[src/rtl/pipe_pkg.sv]
// Shared widths, control-bus bit positions and slice-level types for the
// configurable inter-stage register chain.
package pipe_pkg;

    localparam int DEF_DATA_W   = 192;
    localparam int DEF_CTRL_W   = 12;
    localparam int DEF_REGNUM_W = 5;
    localparam int DEF_CNT_W    = 32;

    localparam int CTRL_REGWRITE = 0;
    localparam int CTRL_MEMTOREG = 1;
    localparam int CTRL_MEMWRITE = 2;
    localparam int CTRL_MEMREAD  = 3;
    localparam int CTRL_BRANCH   = 4;
    localparam int CTRL_ALUSRC   = 5;

    typedef struct packed {
        logic                    valid;
        logic [DEF_DATA_W-1:0]   data;
        logic [DEF_CTRL_W-1:0]   ctrl;
        logic [DEF_REGNUM_W-1:0] wbreg;
    } slice_rec_t;

    typedef enum logic [1:0] {
        SLICE_HOLD   = 2'd0,
        SLICE_LOAD   = 2'd1,
        SLICE_BUBBLE = 2'd2
    } slice_op_e;

    typedef enum logic [2:0] {
        OP_STALL          = 3'd0,
        OP_STALL_BUBBLE   = 3'd1,
        OP_ADVANCE        = 3'd2,
        OP_ADVANCE_BUBBLE = 3'd3,
        OP_FLUSH          = 3'd4
    } chain_op_e;

endpackage

[src/rtl/pipe_stage_chain_if.sv]
// Handshake, payload, hazard-query and counter signals of pipe_stage_chain.
interface pipe_stage_chain_if #(
    parameter int DATA_W   = 192,
    parameter int CTRL_W   = 12,
    parameter int REGNUM_W = 5,
    parameter int DEPTH    = 1,
    parameter int CNT_W    = 32
);
    logic                EN;
    logic                bb;
    logic                flush;
    logic                valid_in;
    logic [DATA_W-1:0]   data_in;
    logic [CTRL_W-1:0]   ctrl_in;
    logic [REGNUM_W-1:0] wbreg_in;
    logic                valid_out;
    logic [DATA_W-1:0]   data_out;
    logic [CTRL_W-1:0]   ctrl_out;
    logic [REGNUM_W-1:0] wbreg_out;
    logic [DEPTH-1:0]    stage_valid;
    logic [REGNUM_W-1:0] q_reg;
    logic [DEPTH-1:0]    q_hit;
    logic                q_hit_any;
    logic [CNT_W-1:0]    stall_cnt;
    logic [CNT_W-1:0]    bubble_cnt;
    logic [CNT_W-1:0]    flush_cnt;

    modport master (
        output EN, bb, flush, valid_in, data_in, ctrl_in, wbreg_in, q_reg,
        input  valid_out, data_out, ctrl_out, wbreg_out, stage_valid,
               q_hit, q_hit_any, stall_cnt, bubble_cnt, flush_cnt
    );

    modport slave (
        input  EN, bb, flush, valid_in, data_in, ctrl_in, wbreg_in, q_reg,
        output valid_out, data_out, ctrl_out, wbreg_out, stage_valid,
               q_hit, q_hit_any, stall_cnt, bubble_cnt, flush_cnt
    );
endinterface

[src/rtl/pipe_slice.sv]
// One register slice of the chain: load a record, turn into a bubble in
// place, or hold; rst clears everything.
module pipe_slice
    import pipe_pkg::*;
#(
    parameter int DATA_W              = DEF_DATA_W,
    parameter int CTRL_W              = DEF_CTRL_W,
    parameter int REGNUM_W            = DEF_REGNUM_W,
    parameter int ZERO_DATA_ON_BUBBLE = 1
) (
    input  logic                clk,
    input  logic                rst,
    input  slice_op_e           op,
    input  logic                load_valid,
    input  logic [DATA_W-1:0]   load_data,
    input  logic [CTRL_W-1:0]   load_ctrl,
    input  logic [REGNUM_W-1:0] load_wbreg,
    output logic                valid,
    output logic [DATA_W-1:0]   data,
    output logic [CTRL_W-1:0]   ctrl,
    output logic [REGNUM_W-1:0] wbreg
);

    logic                valid_d, valid_q;
    logic [DATA_W-1:0]   data_d,  data_q;
    logic [CTRL_W-1:0]   ctrl_d,  ctrl_q;
    logic [REGNUM_W-1:0] wbreg_d, wbreg_q;

    // An invalid record never carries control or a writeback target, so
    // downstream hazard logic can trust ctrl/wbreg without re-gating.
    always_comb begin
        valid_d = valid_q;
        data_d  = data_q;
        ctrl_d  = ctrl_q;
        wbreg_d = wbreg_q;
        case (op)
            SLICE_LOAD: begin
                valid_d = load_valid;
                data_d  = load_data;
                ctrl_d  = load_valid ? load_ctrl  : '0;
                wbreg_d = load_valid ? load_wbreg : '0;
            end
            SLICE_BUBBLE: begin
                valid_d = 1'b0;
                ctrl_d  = '0;
                wbreg_d = '0;
                if (ZERO_DATA_ON_BUBBLE != 0) begin
                    data_d = '0;
                end
            end
            default: begin
            end
        endcase
    end

    always_ff @(posedge clk) begin
        if (rst) begin
            valid_q <= 1'b0;
            data_q  <= '0;
            ctrl_q  <= '0;
            wbreg_q <= '0;
        end else begin
            valid_q <= valid_d;
            data_q  <= data_d;
            ctrl_q  <= ctrl_d;
            wbreg_q <= wbreg_d;
        end
    end

    assign valid = valid_q;
    assign data  = data_q;
    assign ctrl  = ctrl_q;
    assign wbreg = wbreg_q;

endmodule

[src/rtl/pipe_stage_chain.sv]
// DEPTH-deep pipeline register chain with stall, bubble and flush control,
// per-slice hazard query and saturating event counters.
module pipe_stage_chain
    import pipe_pkg::*;
#(
    parameter int DATA_W              = DEF_DATA_W,
    parameter int CTRL_W              = DEF_CTRL_W,
    parameter int REGNUM_W            = DEF_REGNUM_W,
    parameter int DEPTH               = 1,
    parameter int REGWRITE_BIT        = CTRL_REGWRITE,
    parameter int ZERO_DATA_ON_BUBBLE = 1,
    parameter int CNT_W               = DEF_CNT_W
) (
    input logic              clk,
    input logic              CLR,
    pipe_stage_chain_if.slave bus
);

    if (DEPTH < 1) begin : g_depth_check
        $error("pipe_stage_chain: DEPTH must be at least 1");
    end

    chain_op_e           chain_op;
    slice_op_e           slice_op    [DEPTH];
    logic                src_valid   [DEPTH];
    logic [DATA_W-1:0]   src_data    [DEPTH];
    logic [CTRL_W-1:0]   src_ctrl    [DEPTH];
    logic [REGNUM_W-1:0] src_wbreg   [DEPTH];
    logic                slice_valid [DEPTH];
    logic [DATA_W-1:0]   slice_data  [DEPTH];
    logic [CTRL_W-1:0]   slice_ctrl  [DEPTH];
    logic [REGNUM_W-1:0] slice_wbreg [DEPTH];
    logic [DEPTH-1:0]    stage_valid;
    logic [DEPTH-1:0]    hit;
    logic [CNT_W-1:0]    stall_cnt_d,  stall_cnt_q;
    logic [CNT_W-1:0]    bubble_cnt_d, bubble_cnt_q;
    logic [CNT_W-1:0]    flush_cnt_d,  flush_cnt_q;

    function automatic logic [CNT_W-1:0] sat_inc(input logic [CNT_W-1:0] v);
        return (&v) ? v : v + CNT_W'(1);
    endfunction

    // Priority below CLR: flush, advance+bubble, advance, stall+bubble, stall.
    always_comb begin
        chain_op = OP_STALL;
        if (bus.flush) begin
            chain_op = OP_FLUSH;
        end else if (bus.EN && bus.bb) begin
            chain_op = OP_ADVANCE_BUBBLE;
        end else if (bus.EN) begin
            chain_op = OP_ADVANCE;
        end else if (bus.bb) begin
            chain_op = OP_STALL_BUBBLE;
        end
    end

    always_comb begin
        for (int i = 0; i < DEPTH; i++) begin
            slice_op[i] = SLICE_HOLD;
            case (chain_op)
                OP_FLUSH:          slice_op[i] = SLICE_BUBBLE;
                OP_ADVANCE:        slice_op[i] = SLICE_LOAD;
                OP_ADVANCE_BUBBLE: slice_op[i] = (i == 0) ? SLICE_BUBBLE : SLICE_LOAD;
                OP_STALL_BUBBLE:   slice_op[i] = (i == 0) ? SLICE_BUBBLE : SLICE_HOLD;
                default:           slice_op[i] = SLICE_HOLD;
            endcase
        end
    end

    for (genvar i = 0; i < DEPTH; i++) begin : g_slice
        if (i == 0) begin : g_head
            assign src_valid[i] = bus.valid_in;
            assign src_data[i]  = bus.data_in;
            assign src_ctrl[i]  = bus.ctrl_in;
            assign src_wbreg[i] = bus.wbreg_in;
        end else begin : g_body
            assign src_valid[i] = slice_valid[i-1];
            assign src_data[i]  = slice_data[i-1];
            assign src_ctrl[i]  = slice_ctrl[i-1];
            assign src_wbreg[i] = slice_wbreg[i-1];
        end

        pipe_slice #(
            .DATA_W              (DATA_W),
            .CTRL_W              (CTRL_W),
            .REGNUM_W            (REGNUM_W),
            .ZERO_DATA_ON_BUBBLE (ZERO_DATA_ON_BUBBLE)
        ) u_slice (
            .clk        (clk),
            .rst        (CLR),
            .op         (slice_op[i]),
            .load_valid (src_valid[i]),
            .load_data  (src_data[i]),
            .load_ctrl  (src_ctrl[i]),
            .load_wbreg (src_wbreg[i]),
            .valid      (slice_valid[i]),
            .data       (slice_data[i]),
            .ctrl       (slice_ctrl[i]),
            .wbreg      (slice_wbreg[i])
        );
    end

    // Register 0 is hard-wired zero, so it never produces a hazard.
    always_comb begin
        stage_valid = '0;
        hit         = '0;
        for (int i = 0; i < DEPTH; i++) begin
            stage_valid[i] = slice_valid[i];
            hit[i] = slice_valid[i] && slice_ctrl[i][REGWRITE_BIT]
                     && (slice_wbreg[i] == bus.q_reg) && (bus.q_reg != '0);
        end
    end

    always_comb begin
        stall_cnt_d  = stall_cnt_q;
        bubble_cnt_d = bubble_cnt_q;
        flush_cnt_d  = flush_cnt_q;
        if (chain_op == OP_STALL || chain_op == OP_STALL_BUBBLE) begin
            stall_cnt_d = sat_inc(stall_cnt_q);
        end
        if (chain_op == OP_ADVANCE_BUBBLE || chain_op == OP_STALL_BUBBLE) begin
            bubble_cnt_d = sat_inc(bubble_cnt_q);
        end
        if (chain_op == OP_FLUSH) begin
            flush_cnt_d = sat_inc(flush_cnt_q);
        end
    end

    always_ff @(posedge clk) begin
        if (CLR) begin
            stall_cnt_q  <= '0;
            bubble_cnt_q <= '0;
            flush_cnt_q  <= '0;
        end else begin
            stall_cnt_q  <= stall_cnt_d;
            bubble_cnt_q <= bubble_cnt_d;
            flush_cnt_q  <= flush_cnt_d;
        end
    end

    assign bus.valid_out   = slice_valid[DEPTH-1];
    assign bus.data_out    = slice_data[DEPTH-1];
    assign bus.ctrl_out    = slice_ctrl[DEPTH-1];
    assign bus.wbreg_out   = slice_wbreg[DEPTH-1];
    assign bus.stage_valid = stage_valid;
    assign bus.q_hit       = hit;
    assign bus.q_hit_any   = |hit;
    assign bus.stall_cnt   = stall_cnt_q;
    assign bus.bubble_cnt  = bubble_cnt_q;
    assign bus.flush_cnt   = flush_cnt_q;

endmodule

[src/flat_wrapper.sv]
// flat-port wrapper written by rule: the top's interface ports become plain ports
module pipe_stage_chain_flat import pipe_pkg::*;
#(
    parameter int DATA_W              = DEF_DATA_W,
    parameter int CTRL_W              = DEF_CTRL_W,
    parameter int REGNUM_W            = DEF_REGNUM_W,
    parameter int DEPTH               = 1,
    parameter int REGWRITE_BIT        = CTRL_REGWRITE,
    parameter int ZERO_DATA_ON_BUBBLE = 1,
    parameter int CNT_W               = DEF_CNT_W
)
  (clk, CLR, bus_EN, bus_bb, bus_flush, bus_valid_in, bus_data_in, bus_ctrl_in, bus_wbreg_in, bus_q_reg, bus_valid_out, bus_data_out, bus_ctrl_out, bus_wbreg_out, bus_stage_valid, bus_q_hit, bus_q_hit_any, bus_stall_cnt, bus_bubble_cnt, bus_flush_cnt);
  pipe_stage_chain_if #(.DATA_W(DATA_W), .CTRL_W(CTRL_W), .REGNUM_W(REGNUM_W), .DEPTH(DEPTH), .CNT_W(CNT_W)) bus_i ();
  input logic clk;
  input logic CLR;
  input wire logic [$bits(bus_i.EN)-1:0] bus_EN;
  input wire logic [$bits(bus_i.bb)-1:0] bus_bb;
  input wire logic [$bits(bus_i.flush)-1:0] bus_flush;
  input wire logic [$bits(bus_i.valid_in)-1:0] bus_valid_in;
  input wire logic [$bits(bus_i.data_in)-1:0] bus_data_in;
  input wire logic [$bits(bus_i.ctrl_in)-1:0] bus_ctrl_in;
  input wire logic [$bits(bus_i.wbreg_in)-1:0] bus_wbreg_in;
  input wire logic [$bits(bus_i.q_reg)-1:0] bus_q_reg;
  output wire logic [$bits(bus_i.valid_out)-1:0] bus_valid_out;
  output wire logic [$bits(bus_i.data_out)-1:0] bus_data_out;
  output wire logic [$bits(bus_i.ctrl_out)-1:0] bus_ctrl_out;
  output wire logic [$bits(bus_i.wbreg_out)-1:0] bus_wbreg_out;
  output wire logic [$bits(bus_i.stage_valid)-1:0] bus_stage_valid;
  output wire logic [$bits(bus_i.q_hit)-1:0] bus_q_hit;
  output wire logic [$bits(bus_i.q_hit_any)-1:0] bus_q_hit_any;
  output wire logic [$bits(bus_i.stall_cnt)-1:0] bus_stall_cnt;
  output wire logic [$bits(bus_i.bubble_cnt)-1:0] bus_bubble_cnt;
  output wire logic [$bits(bus_i.flush_cnt)-1:0] bus_flush_cnt;
  assign bus_i.EN = bus_EN;
  assign bus_i.bb = bus_bb;
  assign bus_i.flush = bus_flush;
  assign bus_i.valid_in = bus_valid_in;
  assign bus_i.data_in = bus_data_in;
  assign bus_i.ctrl_in = bus_ctrl_in;
  assign bus_i.wbreg_in = bus_wbreg_in;
  assign bus_i.q_reg = bus_q_reg;
  assign bus_valid_out = bus_i.valid_out;
  assign bus_data_out = bus_i.data_out;
  assign bus_ctrl_out = bus_i.ctrl_out;
  assign bus_wbreg_out = bus_i.wbreg_out;
  assign bus_stage_valid = bus_i.stage_valid;
  assign bus_q_hit = bus_i.q_hit;
  assign bus_q_hit_any = bus_i.q_hit_any;
  assign bus_stall_cnt = bus_i.stall_cnt;
  assign bus_bubble_cnt = bus_i.bubble_cnt;
  assign bus_flush_cnt = bus_i.flush_cnt;
  pipe_stage_chain #(.DATA_W(DATA_W), .CTRL_W(CTRL_W), .REGNUM_W(REGNUM_W), .DEPTH(DEPTH), .REGWRITE_BIT(REGWRITE_BIT), .ZERO_DATA_ON_BUBBLE(ZERO_DATA_ON_BUBBLE), .CNT_W(CNT_W)) u_core (.clk(clk), .CLR(CLR), .bus(bus_i));
endmodule
[config.mk]
export PLATFORM = sky130hd
export DESIGN_NAME = pipe_stage_chain_flat
export DESIGN_NICKNAME = d
export VERILOG_FILES = /design/src/rtl/pipe_pkg.sv /design/src/rtl/pipe_stage_chain_if.sv /design/src/rtl/pipe_slice.sv /design/src/rtl/pipe_stage_chain.sv /design/src/flat_wrapper.sv
export SDC_FILE = /design/constraint.sdc
export NUM_CORES = 1
export LEC_CHECK = 0
export ABC_AREA = 1
export CORE_UTILIZATION = 25
export DETAILED_ROUTE_END_ITERATION = 6
export PLACE_DENSITY = 0.62
export SYNTH_ARGS = -nofsm -noshare
export SYNTH_HDL_FRONTEND = slang
export SYNTH_SLANG_ARGS = --single-unit
[constraint.sdc]
create_clock -name clk -period 1.7 [get_ports clk]
set_clock_uncertainty 0.2 [all_clocks]
set_input_delay 0.425 -clock clk [delete_from_list [all_inputs] [get_ports clk]]
set_output_delay 0.425 -clock clk [all_outputs]
set_load 0.05 [all_outputs]
-- Yosys cells after proc, flatten, opt, wreduce, memory -nomap -nowiden
Index checks and enable logic that the tools add are counted.
- bitwise operators: 3
- reductions and logical operators: 16
- eq/ne operators: 7
- muxes and demuxes: 11
- $add $sub $neg: 3
- operators by type and width (cell ; count):
    $pmux 192 s2 ; 1
    $add 32x1->32 const B ; 3
    $reduce_and 32->1 ; 3
    $pmux 12 s2 ; 1
    $mux 12 ; 1
    $pmux 5 s2 ; 1
    $mux 3 ; 3
    $eq 3x2->1 const B ; 2
    $reduce_and 2->1 ; 3
    $eq 5x5->1 ; 1
    $mux 5 ; 1
    $reduce_bool 5->1 ; 1
    $logic_and 1x1->1 ; 4
    $pmux 2 s2 ; 1
    $eq 3x1->1 const B ; 1
    $eq 3x3->1 const B ; 1
    $logic_not 3->1 ; 1
    $not 1->1 ; 3
    $reduce_or 3->1 ; 1
    $eq 2x1->1 const B ; 1
    $eq 2x2->1 const B ; 1
    $logic_or 1x1->1 ; 2
    $pmux 1 s2 ; 1
    $reduce_bool 2->1 ; 1
    $mux 1 ; 1
- input bits: 220
- logic and storage cells: 47
- register bits after elaboration: 306
- output and inout bits: 309

-- Logic depth before layout (Yosys ltp)
Gate-level depths: netlist (run 1).
- depth in word-level cells: 9
- depth in mapped cells: 11
- mapped depth without buffers: 11

-- Hierarchy
From an unflattened synthesis (run 1), not the netlist that was laid out.
- cells, all modules: 1925
- area total of the unflattened synthesis: 13262.7 sq um
- by module, submodules not included (module ; seq. area each (sq um) ; area an instance (sq um) ; times used ; cells an instance):
    pipe_slice ; 4204.0 ; 7418.4 ; 1 ; 950
    pipe_stage_chain ; 1921.8 ; 5844.4 ; 1 ; 975

-- Least setup slack after synthesis (run 1)
Ideal clock, no wire load.
- kind: register to output
- from: reg u_core.g_slice[0].u_slice.wbreg_q[0]
- to: out bus_q_hit_any
- required time: 1.075 ns
- buffers on the path: 1
- arrival time: 2.979 ns
- setup slack: -1.904 ns
- cell stages (with the launch flop): 6
- cell sequence: dfxtp_1 > inv_1 > a21oi_1 > nand4_1 > nor4_1 > buf_4
- longest elaborated chain between the ends: 3
- RTL lines (what ; RTL line ; source):
    start: declaration ; pipe_slice.sv:27 ; logic [REGNUM_W-1:0] wbreg_d, wbreg_q;
    start signal: assignment ; pipe_slice.sv:66 ; wbreg_q <= wbreg_d;
    $eq 5x5->1 ; pipe_stage_chain.sv:110 ; && (slice_wbreg[i] == bus.q_reg) && (bus.q_reg != '0);
    $logic_and 1x1->1 (2 in series) ; pipe_stage_chain.sv:110 ;
    end: declaration ; flat_wrapper.sv:30 ; output wire logic [$bits(bus_i.q_hit_any)-1:0] bus_q_hit_any;
Every way passes these cells.

-- Worst setup path after layout (run 1)
- from: reg u_core.g_slice[0].u_slice.wbreg_q[1]
- to: out bus_q_hit
- longest elaborated chain between the ends: 3
- RTL lines (what ; RTL line ; source):
    $eq 5x5->1 ; pipe_stage_chain.sv:110 ;
    $logic_and 1x1->1 (2 in series) ; pipe_stage_chain.sv:110 ;
    end: declaration ; flat_wrapper.sv:29 ; output wire logic [$bits(bus_i.q_hit)-1:0] bus_q_hit;
Every way passes these cells.

==> flow_summary_export.csv, run 1 <==
group,metric,value,unit
place,dp_cells,3273,
power,p_sw_share,25.6,%
floorplanning,die_h,231,um
floorplanning,die_w,231,um
routing,routedWlPerCell,18.1,um
power,irDropWorstVdd,0.000764,V
routing,drc,0,
timing,rsz0062_at_grt,"true",
min_path,hold_path_class,"in2reg",
final_layout,multi_input_area,7940,sq um
clock_network,cts_made_buffers,38,
clock_network,h-tree-depth,2,
power,p_per_area,598,nW/um^2
global_route,antenna_found_initial,5,
timing,slew_headroom,62.1,%
timing,setup_tns,-15.54,ns
yosys,synth_seq_cells,306,
place,dpl.hpwl,44800,um
yosys,avgSynthCellArea,6.86,sq um
final_layout,fillers,4135,
yosys,yosys.cell_types.count,37,
place,port_buffers,528,
clock_network,path_clk_slew,0.06,ns
yosys,synth_area,13100,sq um
floorplanning,die_area,53500,sq um
routing,routed_wl,64400,um
worst_setup_path,crit_path_max_fanout,3,
routing,dr.pass1.iters,5,
global_route,grt_pass1_vias,16600,
outcome,violations,"negative setup slack",
timing,drv_slew,0,
timing,hold_slack,0.154,ns
clock_network,tritoncts,"done",
power,clkPwrFrac,46.1,%
global_route,grt_max_degree,69,
clock_network,cts_sinks,306,
floorplanning,core,51600,sq um
place,gp_congestion,0.947,
flow_run,cap_violations,0,
final_layout,nets,3065,
power,power.internal,0.0133,W
yosys,yosys_warnings,0,
worst_setup_path,endpoint_kind,"output port",
worst_setup_path,crit_type,"reg2out",
power,p_total,0.0179,W
worst_setup_path,worstPathRequired,1.07,ns
global_route,globalRouteOverflowTotal,0,
timing,hold_violations,0,
yosys,synth_cells,1915,
routing,drt_iter0_markers,977,
worst_setup_path,worstSetupStartpointType,"register",
clock_network,clk_latency,0.55,ns
power,leakagePower,12.1,nW
global_route,grt_use_total,22.4,%
timing,fin_crit_sh,135,%
clock_network,root_buffer,"clkbuf_16",
power,pwr-share-seq,40.9,%
timing,final.min_clock_period,2.30,ns
final_layout,final_common_cell,"nand2_1",
routing,vias,16700,
final_layout,register_area,6700,sq um
final_layout,diodes,0,
worst_setup_path,arrival,1.68,ns
final_layout,layout-drive-gt1-share,52.0,%
yosys,ys_seq_area_share,46.6,%
yosys,syn-num-nets,2138,
final_layout,mostFrequentLayoutCells,"590 x nand2_1, 330 x buf_12, 279 x buf_4, 228 x dfxtp_2, 217 x a21oi_1",
clock_network,cts_buffer_depth,3,
timing,final-setup-viol-count,196,
floorplanning,ioPinCount,529,
final_layout,syn2layout_area_growth,128,%
power,switchingPower,0.00457,W
timing,setup_ws,-0.603,ns
floorplanning,rows,83,
timing,max_freq,434,MHz
power,p_comb_share,13.0,%
timing,tightest_slew,0.569,ns
final_layout,fin_cells,3549,
routing,antenna_left,0,
floorplanning,start_util,25.5,%
outcome,outcome,"finished, violations left",
global_route,grt_pass1_wl,93700,um
routing,via_per_inst,4.70,
==> synthesized netlist by cell type <==
library cell,n,area (sq um)
buf_12,1,20.0
nor2_1,234,878
nor2_8,1,20.0
xor2_1,13,114
nor3_1,9,45.0
nand3_1,96,480
nand3b_2,1,11.3
o22ai_1,1,6.26
nand4_1,33,206
nor2_2,10,62.6
clkinv_1,2,7.51
nor2_4,2,22.5
nand3b_1,2,15.0
ha_1,3,37.5
nand2_2,17,106
clkbuf_1,55,206
dfxtp_1,306,6130
nor3_2,3,30.0
a21oi_1,269,1350
a21oi_2,9,78.8
buf_1,6,22.5
or2_2,1,6.26
nor4_1,1,6.26
nand2_4,1,11.3
xnor2_1,3,26.3
and2_1,1,6.26
o21ai_1,1,5.00
o21ai_0,9,45.0
nand2_1,684,2570
buf_2,30,150
and3_1,1,6.26
nand3_4,2,35.0
buf_6,2,22.5
a31oi_1,1,6.26
buf_4,2,15.0
inv_2,5,18.8
inv_1,98,368
==> stage by stage <==
stage	utilization, %	setup WS, ns	area, sq um
after detailed placement	47.6	-0.629	24600
after CTS	55.2	-0.681	28500
final	57.9	-0.603	29900
after floorplan	-	-0.516	13800
after global routing	57.9	-0.703	29900
after global placement	47.6	-0.589	24600
==> timing repair <==
item / 4_1_cts / 5_1_grt
pin swaps: 85 / 137
hold buffers: 1 / 0
resized for setup: 513 / 265
cloned: 11 / 3
endpoints found under the setup margin: 380 / 439
endpoints found under the hold margin: 1 / 0
buffers inserted: 147 / 74
==> sequential cells by signal, summed over array words and instances (netlist names) <==
name	cells
u_core.bus.bubble_cnt	32
u_core.bus.flush_cnt	32
u_core.bus.stall_cnt	32
u_core.g_slice.u_slice.ctrl	12
u_core.g_slice.u_slice.data	192
u_core.g_slice.u_slice.valid	1
u_core.g_slice.u_slice.wbreg	5
==> final timing paths <==
check / cells past startpoint / slack [ns] / endpoint / start
hold reg to reg: 2 / 0.28 / u_core.g_slice[0].u_slice.data[60]$_SDFFE_PP0P_ / u_core.g_slice[0].u_slice.data[60]$_SDFFE_PP0P_
setup / recovery: 4 / -0.60 / bus_q_hit / u_core.g_slice[0].u_slice.wbreg[1]$_SDFFE_PP0P_
setup reg to reg: 13 / -0.22 / u_core.bus.flush_cnt[17]$_SDFFE_PP0P_ / u_core.bus.flush_cnt[0]$_SDFFE_PP0P_
hold / removal: 4 / 0.15 / u_core.g_slice[0].u_slice.valid$_SDFFE_PP0P_ / bus_EN
==> critical path, cell delays in order, from the launching register on <==
cell     delay (ns)
dfxtp_4        0.36
xor2_1         0.18
nor4_4         0.27
buf_4          0.18
buf_12         0.13
==> cells by family after synthesis <==
| kind of cell | after synthesis | synth area share [%] |
|---|---|---|
| AND/OR/NAND/NOR | 1099 | 34.4 |
| flip-flops | 306 | 46.6 |
| AO/OA/AOI/OAI | 290 | 11.3 |
| buffers and inverters | 201 | 6.32 |
| XOR/XNOR | 16 | 1.07 |
| adder cells (fa/ha/maj) | 3 | 0.286 |
==> routing by layer <==
layer	wire, um	vias up	GRT usage, %
met5	29	-	0
met4	2740	4	9.62
met3	4100	177	4.97
met2	34000	655	41.2
met1	23400	7864	24.3
li1	-	7977	-
==> power by group through the flow <==
| stage | combinational (W) | clock, W | sequential [W] |
|---|---|---|---|
| floorplan | 0.000502 | 0 | 0.00779 |
| global placement | 0.00213 | 0 | 0.00748 |
| detailed placement | 0.00215 | 0 | 0.00748 |
| CTS | 0.00226 | 0.00839 | 0.00731 |
| global route | 0.00246 | 0.00868 | 0.00731 |
| finish | 0.00233 | 0.00823 | 0.00730 |
==> cell type report <==
class / instances / area share [%]
flip-flops and latches: 306 / 22.4
clock inverters: 9 / 0.481
well taps: 680 / 2.85
multi-input cells: 1410 / 26.6
inverters: 105 / 1.41
repair buffers: 981 / 42.6
clock buffers: 58 / 3.67
Power figures use the tool's default switching activity.
==> inputs of run 2 (changes only) <==
--- a/config.mk
+++ b/config.mk
@@ -7,8 +7,9 @@
 export LEC_CHECK = 0
 export ABC_AREA = 1
 export CORE_UTILIZATION = 25
+export CTS_BUF_LIST = sky130_fd_sc_hd__clkbuf_8
 export DETAILED_ROUTE_END_ITERATION = 6
-export PLACE_DENSITY = 0.62
+export PLACE_DENSITY_LB_ADDON = 0.1
 export SYNTH_ARGS = -nofsm -noshare
 export SYNTH_HDL_FRONTEND = slang
 export SYNTH_SLANG_ARGS = --single-unit
==> run 2 against run 1 <==
The run still ends with negative setup slack left. Clock power down 2%. Non-clock buffer count grew 50. Register-to-register slack about the same. Critical endpoint is now bus_q_hit_any. Largest cell class unchanged.
==> flow_summary_export.csv, run 2 (same netlist as run 1, synthesis figures left out) <==
group,metric,value,unit
clock_network,tritoncts,"done",
final_layout,finalInstanceArea,30400,sq um
timing,setup_ws,-0.773,ns
worst_setup_path,slowest_delay,0.35,ns
power,p_sw_share,26.7,%
place,port_buffers,528,
global_route,antenna_found_initial,4,
clock_network,h-tree-depth,2,
worst_setup_path,crit_path_max_fanout,2,
min_path,hold_path_class,"in2reg",
routing,routedWlPerCell,17.9,um
global_route,grt_max_degree,58,
power,pwr-share-seq,41.3,%
power,p_total,0.0177,W
worst_setup_path,path_cells,"nand2_4 > a21oi_2 > nand4_1 > nor4_4 > buf_4 > buf_12",
worst_setup_path,crit_type,"reg2out",
floorplanning,core,51600,sq um
worst_setup_path,arrival,1.85,ns
timing,tightest_slew,0.612,ns
final_layout,final_common_cell,"nand2_1",
worst_setup_path,worstSetupStartpointType,"register",
place,pre_cts_ws,-0.778,ns
power,clkPwrFrac,45.5,%
timing,slew_headroom,59.2,%
global_route,grt_pass1_vias,16400,
final_layout,syn2layout_area_growth,132,%
timing,drv_slew,0,
timing,final.min_clock_period,2.47,ns
global_route,globalRouteOverflowTotal,0,
worst_setup_path,worstPathRequired,1.07,ns
clock_network,path_clk_slew,0.06,ns
clock_network,clk_latency,0.67,ns
routing,dr.pass1.iters,5,
floorplanning,rows,83,
final_layout,mostFrequentLayoutCells,"601 x nand2_1, 334 x buf_12, 310 x buf_4, 229 x dfxtp_2, 217 x clkdlybuf4s50_1",
clock_network,cts_sinks,306,
final_layout,layout-drive-gt1-share,53.5,%
power,irDropWorstVdd,0.000621,V
place,dp_cells,3280,
timing,hold_violations,0,
floorplanning,ioPinCount,529,
final_layout,largest_reg_flops,192,
place,placed_area,24700,sq um
power,leakagePower,12.6,nW
final_layout,nets,3134,
power,switchingPower,0.00471,W
global_route,grt_pass1_wl,94900,um
clock_network,root_buffer,"clkbuf_8",
routing,vias,16600,
clock_network,cts_buffer_depth,3,
routing,drt_iter0_markers,783,
timing,rsz0062_at_grt,"true",
routing,antenna_left,0,
clock_network,cts_made_buffers,57,
routing,via_per_inst,4.55,
place,dpl.hpwl,45600,um
timing,max_freq,404,MHz
clock_network,hold_buffers,0,
power,p_per_area,581,nW/um^2
timing,setup_tns,-43.78,ns
floorplanning,die_h,231,um
timing,fin_crit_sh,145,%
place,gp_congestion,0.879,
worst_setup_path,critPathSlowestCell,"dfxtp_4",
power,p_comb_share,13.2,%
outcome,outcome,"finished, violations left",
worst_setup_path,endpoint_kind,"output port",
outcome,violations,"negative setup slack",
final_layout,fin_cells,3642,
power,power.internal,0.0130,W
global_route,grt_use_total,23.1,%
floorplanning,start_util,25.5,%
floorplanning,die_area,53500,sq um
timing,final-setup-viol-count,402,
floorplanning,die_w,231,um
routing,drc,0,
routing,routed_wl,65100,um
flow_run,cap_violations,0,
==> run 2: cell types whose count changed in the layout (fill, tap and decap cells not counted), sizes merged <==
cell	before	now
clkinvlp	1	0
clkbuf	60	82
dlygate4sd3	1	0
diode	0	3
clkinv	7	6
clkdlybuf4s50	215	217
bufinv	3	2
dlymetal6s2s	2	0
inv	103	122
buf	761	814
==> run 2: metrics by stage <==
step	utilization, %	hold WS [ns]
3_3_place_gp	47.8	0.283
2_1_floorplan	-	0.355
6_report	58.9	0.0654
4_1_cts	56.6	0.00622
5_1_grt	58.9	0.0424
3_5_place_dp	47.8	0.288
==> run 2: area by class of cell <==
| class | count | area (sq um) |
|---|---|---|
| Clock inverter | 25 | 175 |
| Sequential cell | 306 | 6700 |
| Antenna cell | 3 | 7.51 |
| Tap cell | 680 | 851 |
| Clock buffer | 82 | 1130 |
| Fill cell | 4389 | 21200 |
| Inverter | 105 | 407 |
| Multi-Input combinational cell | 1410 | 7970 |
| Timing Repair Buffer | 1031 | 13200 |
==> run 2: power groups by stage <==
stage	sequential, W	clock, W	combinational (W)
5_1_grt	0.00730	0.00862	0.00248
6_report	0.00730	0.00805	0.00234
3_5_place_dp	0.00748	0	0.00219
2_1_floorplan	0.00779	0	0.000502
4_1_cts	0.00730	0.00831	0.00230
3_3_place_gp	0.00747	0	0.00218
==> run 2: metal layers <==
| metal | vias to the layer above | wire [um] | track usage, % |
|---|---|---|---|
| met4 | 2 | 2520 | 9.66 |
| met5 | - | 11 | 0 |
| met2 | 534 | 32900 | 39.7 |
| met3 | 140 | 4680 | 6.87 |
| met1 | 7766 | 25000 | 26.4 |
| li1 | 8137 | - | - |
==> run 2: path summary, 6_finish.rpt <==
kind,startpoint,to,slack [ns],cells past startpoint
max,u_core.g_slice[0].u_slice.ctrl[0]$_SDFFE_PP0P_,bus_q_hit_any,-0.77,6
min,bus_EN,u_core.g_slice[0].u_slice.data[31]$_SDFFE_PP0P_,0.07,4
min reg2reg,u_core.g_slice[0].u_slice.data[65]$_SDFFE_PP0P_,u_core.g_slice[0].u_slice.data[65]$_SDFFE_PP0P_,0.28,2
max reg2reg,u_core.bus.bubble_cnt[0]$_SDFFE_PP0P_,u_core.bus.bubble_cnt[29]$_SDFFE_PP0P_,-0.22,12
==> run 2: timing repair <==
action / 4_1_cts / 5_1_grt
pin swaps: 85 / 128
buffers inserted: 200 / 67
cloned: 11 / 0
setup endpoints to repair: 398 / 405
resized for setup: 548 / 250
==> run 2: critical path, delay by kind of cell (launching register included) <==
kind            cells  cell delay (ns)
compound gates      1             0.10
buf+inv             2             0.35
flops               1             0.35
simple gates        3             0.40
==> inputs of run 3 (changes only) <==
--- a/config.mk
+++ b/config.mk
@@ -10,6 +10,7 @@
 export CTS_BUF_LIST = sky130_fd_sc_hd__clkbuf_8
 export DETAILED_ROUTE_END_ITERATION = 6
 export PLACE_DENSITY_LB_ADDON = 0.1
+export SETUP_SLACK_MARGIN = 0.1
 export SYNTH_ARGS = -nofsm -noshare
 export SYNTH_HDL_FRONTEND = slang
 export SYNTH_SLANG_ARGS = --single-unit
==> run 3 against run 2 <==
The flow still finishes with violations (negative setup slack). Flip-flop and latch count did not move. Die area unchanged. Setup slack improved by 0.022 ns. Global-route usage increased by 0.53 points. Clock power shrank 12%. Register-to-register slack barely moved. Critical path depth unchanged. Sequential power barely moved. Total power is 5.5% lower. Critical path type unchanged.
==> flow_summary_export.csv, run 3 (same netlist as run 1, synthesis figures left out) <==
group,metric,value,unit
outcome,outcome,"finished, violations left",
outcome,violations,"negative setup slack",
clock_network,h-tree-depth,2,
place,port_buffers,528,
worst_setup_path,worstSetupStartpointType,"register",
timing,hold_violations,0,
place,pre_cts_ws,-0.720,ns
worst_setup_path,crit_type,"reg2out",
timing,final-setup-viol-count,405,
floorplanning,start_util,25.5,%
final_layout,utilization,58.7,%
routing,routedWlPerCell,18.2,um
worst_setup_path,crit_path_max_fanout,2,
final_layout,nets,3130,
clock_network,tritoncts,"done",
final_layout,final_common_cell,"nand2_1",
final_layout,largest_reg_flops,192,
min_path,min_to,"u_core.g_slice[0].u_slice.data[84]$_SDFFE_PP0P_",
clock_network,cts_made_buffers,58,
worst_setup_path,regToRegEndpoint,"u_core.bus.flush_cnt[17]$_SDFFE_PP0P_",
floorplanning,die_h,231,um
timing,max_freq,408,MHz
min_path,min_from,"CLR",
global_route,grt_pass1_vias,16500,
timing,drv_slew,0,
routing,antenna_left,0,
timing,fin_crit_sh,144,%
final_layout,register_area,6710,sq um
worst_setup_path,r2r_start,"u_core.bus.flush_cnt[4]$_SDFFE_PP0P_",
routing,m1WireLength,25800,um
power,irDropWorstVdd,0.000447,V
global_route,grt_use_total,23.6,%
power,leakagePower,12.5,nW
timing,rsz0062_at_grt,"true",
power,p_total,0.0167,W
routing,via_per_inst,4.55,
final_layout,syn2layout_area_growth,131,%
final_layout,mostFrequentLayoutCells,"598 x nand2_1, 334 x buf_12, 306 x buf_4, 226 x dfxtp_2, 216 x clkdlybuf4s50_1",
clock_network,path_clk_slew,0.06,ns
global_route,globalRouteOverflowTotal,0,
min_path,hold_path_class,"in2reg",
routing,routed-wl-met3,5010,um
timing,setup_ws,-0.752,ns
power,p_per_area,552,nW/um^2
routing,top_layer_used,"met5",
timing,tightest_slew,0.458,ns
routing,routed-wl-met2,32900,um
worst_setup_path,r2r_setup_slack,-0.23,ns
place,gp_congestion,0.913,
timing,final.min_clock_period,2.45,ns
floorplanning,ioPinCount,529,
worst_setup_path,ff2ff_path_depth,12,
floorplanning,die_area,53500,sq um
place,dp_cells,3262,
worst_setup_path,endpoint_kind,"output port",
global_route,grt_pass1_wl,97100,um
clock_network,cts_buffer_depth,3,
routing,drc,0,
floorplanning,core,51600,sq um
final_layout,fin_cells,3629,
floorplanning,die_w,231,um
place,dpl.hpwl,46200,um
global_route,grt_max_degree,64,
routing,dr.pass1.iters,7,
final_layout,multi_input_area,8060,sq um
worst_setup_path,arrival,1.83,ns
global_route,antenna_found_initial,4,
clock_network,root_buffer,"clkbuf_8",
routing,drt_iter0_markers,884,
timing,setup_tns,-47.74,ns
routing,routed_wl,66000,um
final_layout,fillers,4345,
min_path,worstHoldPathCells,4,
floorplanning,rows,83,
timing,slew_headroom,69.4,%
clock_network,clk_latency,0.66,ns
routing,vias,16500,
flow_run,cap_violations,0,
final_layout,layout-drive-gt1-share,53.0,%
worst_setup_path,worstPathRequired,1.07,ns
clock_network,cts_sinks,306,
[run 3: layer usage]
layer  global-route usage, %  up-vias
met5                       0        -
met4                    9.21        8
met3                    7.34      124
met2                    40.2      533
met1                    27.4     7745
li1                        -     8103
[run 3: worst max path at each step]
stage / from / to / slack, ns / depth (start not counted)
3_5_place_dp: bus_flush / u_core.bus.bubble_cnt[30]$_SDFFE_PP0P_ / -0.72 / 9
5_1_grt: u_core.g_slice[0].u_slice.valid$_SDFFE_PP0P_ / bus_q_hit_any / -0.84 / 6
2_1_floorplan: u_core.g_slice[0].u_slice.valid$_SDFFE_PP0P_ / bus_q_hit_any / -0.52 / 5
4_1_cts: u_core.g_slice[0].u_slice.valid$_SDFFE_PP0P_ / bus_q_hit_any / -0.85 / 6
6_report: u_core.g_slice[0].u_slice.valid$_SDFFE_PP0P_ / bus_q_hit_any / -0.75 / 6
3_3_place_gp: bus_flush / u_core.bus.stall_cnt[28]$_SDFFE_PP0P_ / -0.67 / 9
[run 3: metrics by stage]
stage	area, sq um	hold slack, ns
finish	30300	0.0499
global route	30300	0.0639
CTS	29000	0.0392
detailed placement	24900	0.289
global placement	24900	0.285
floorplan	14100	0.355
[run 3: power by group]
group / switching [W] / internal, W / total (W)
registers: 0.000112 / 0.00718 / 0.00730
clock network: 0.00338 / 0.00370 / 0.00708
logic: 0.00114 / 0.00121 / 0.00235
[run 3: critical path, cell delays in order, from the launching register on]
cell and delay, ns:
dfxtp_4 0.36, nand2_4 0.07, a21oi_2 0.10, nand4_1 0.15, nor4_4 0.17, buf_4 0.19, buf_12 0.14
[run 3: cell type report]
cell class	count	share of cell area, %
timing repair buffer	1025	43.5
multi-input combinational	1411	26.6
sequential	306	22.1
clock buffer	70	3.18
tap	680	2.81
inverter	105	1.36
clock inverter	31	0.470
antenna	1	0.00825
[run 3: what timing repair did]
item                       4_1_cts  5_1_grt
gates resized for setup        508      206
hold buffers                     1        0
pin swaps                       88      129
hold endpoints to repair         2        0
gates cloned                    12        1
buffers inserted               182       82
setup endpoints to repair      532      614
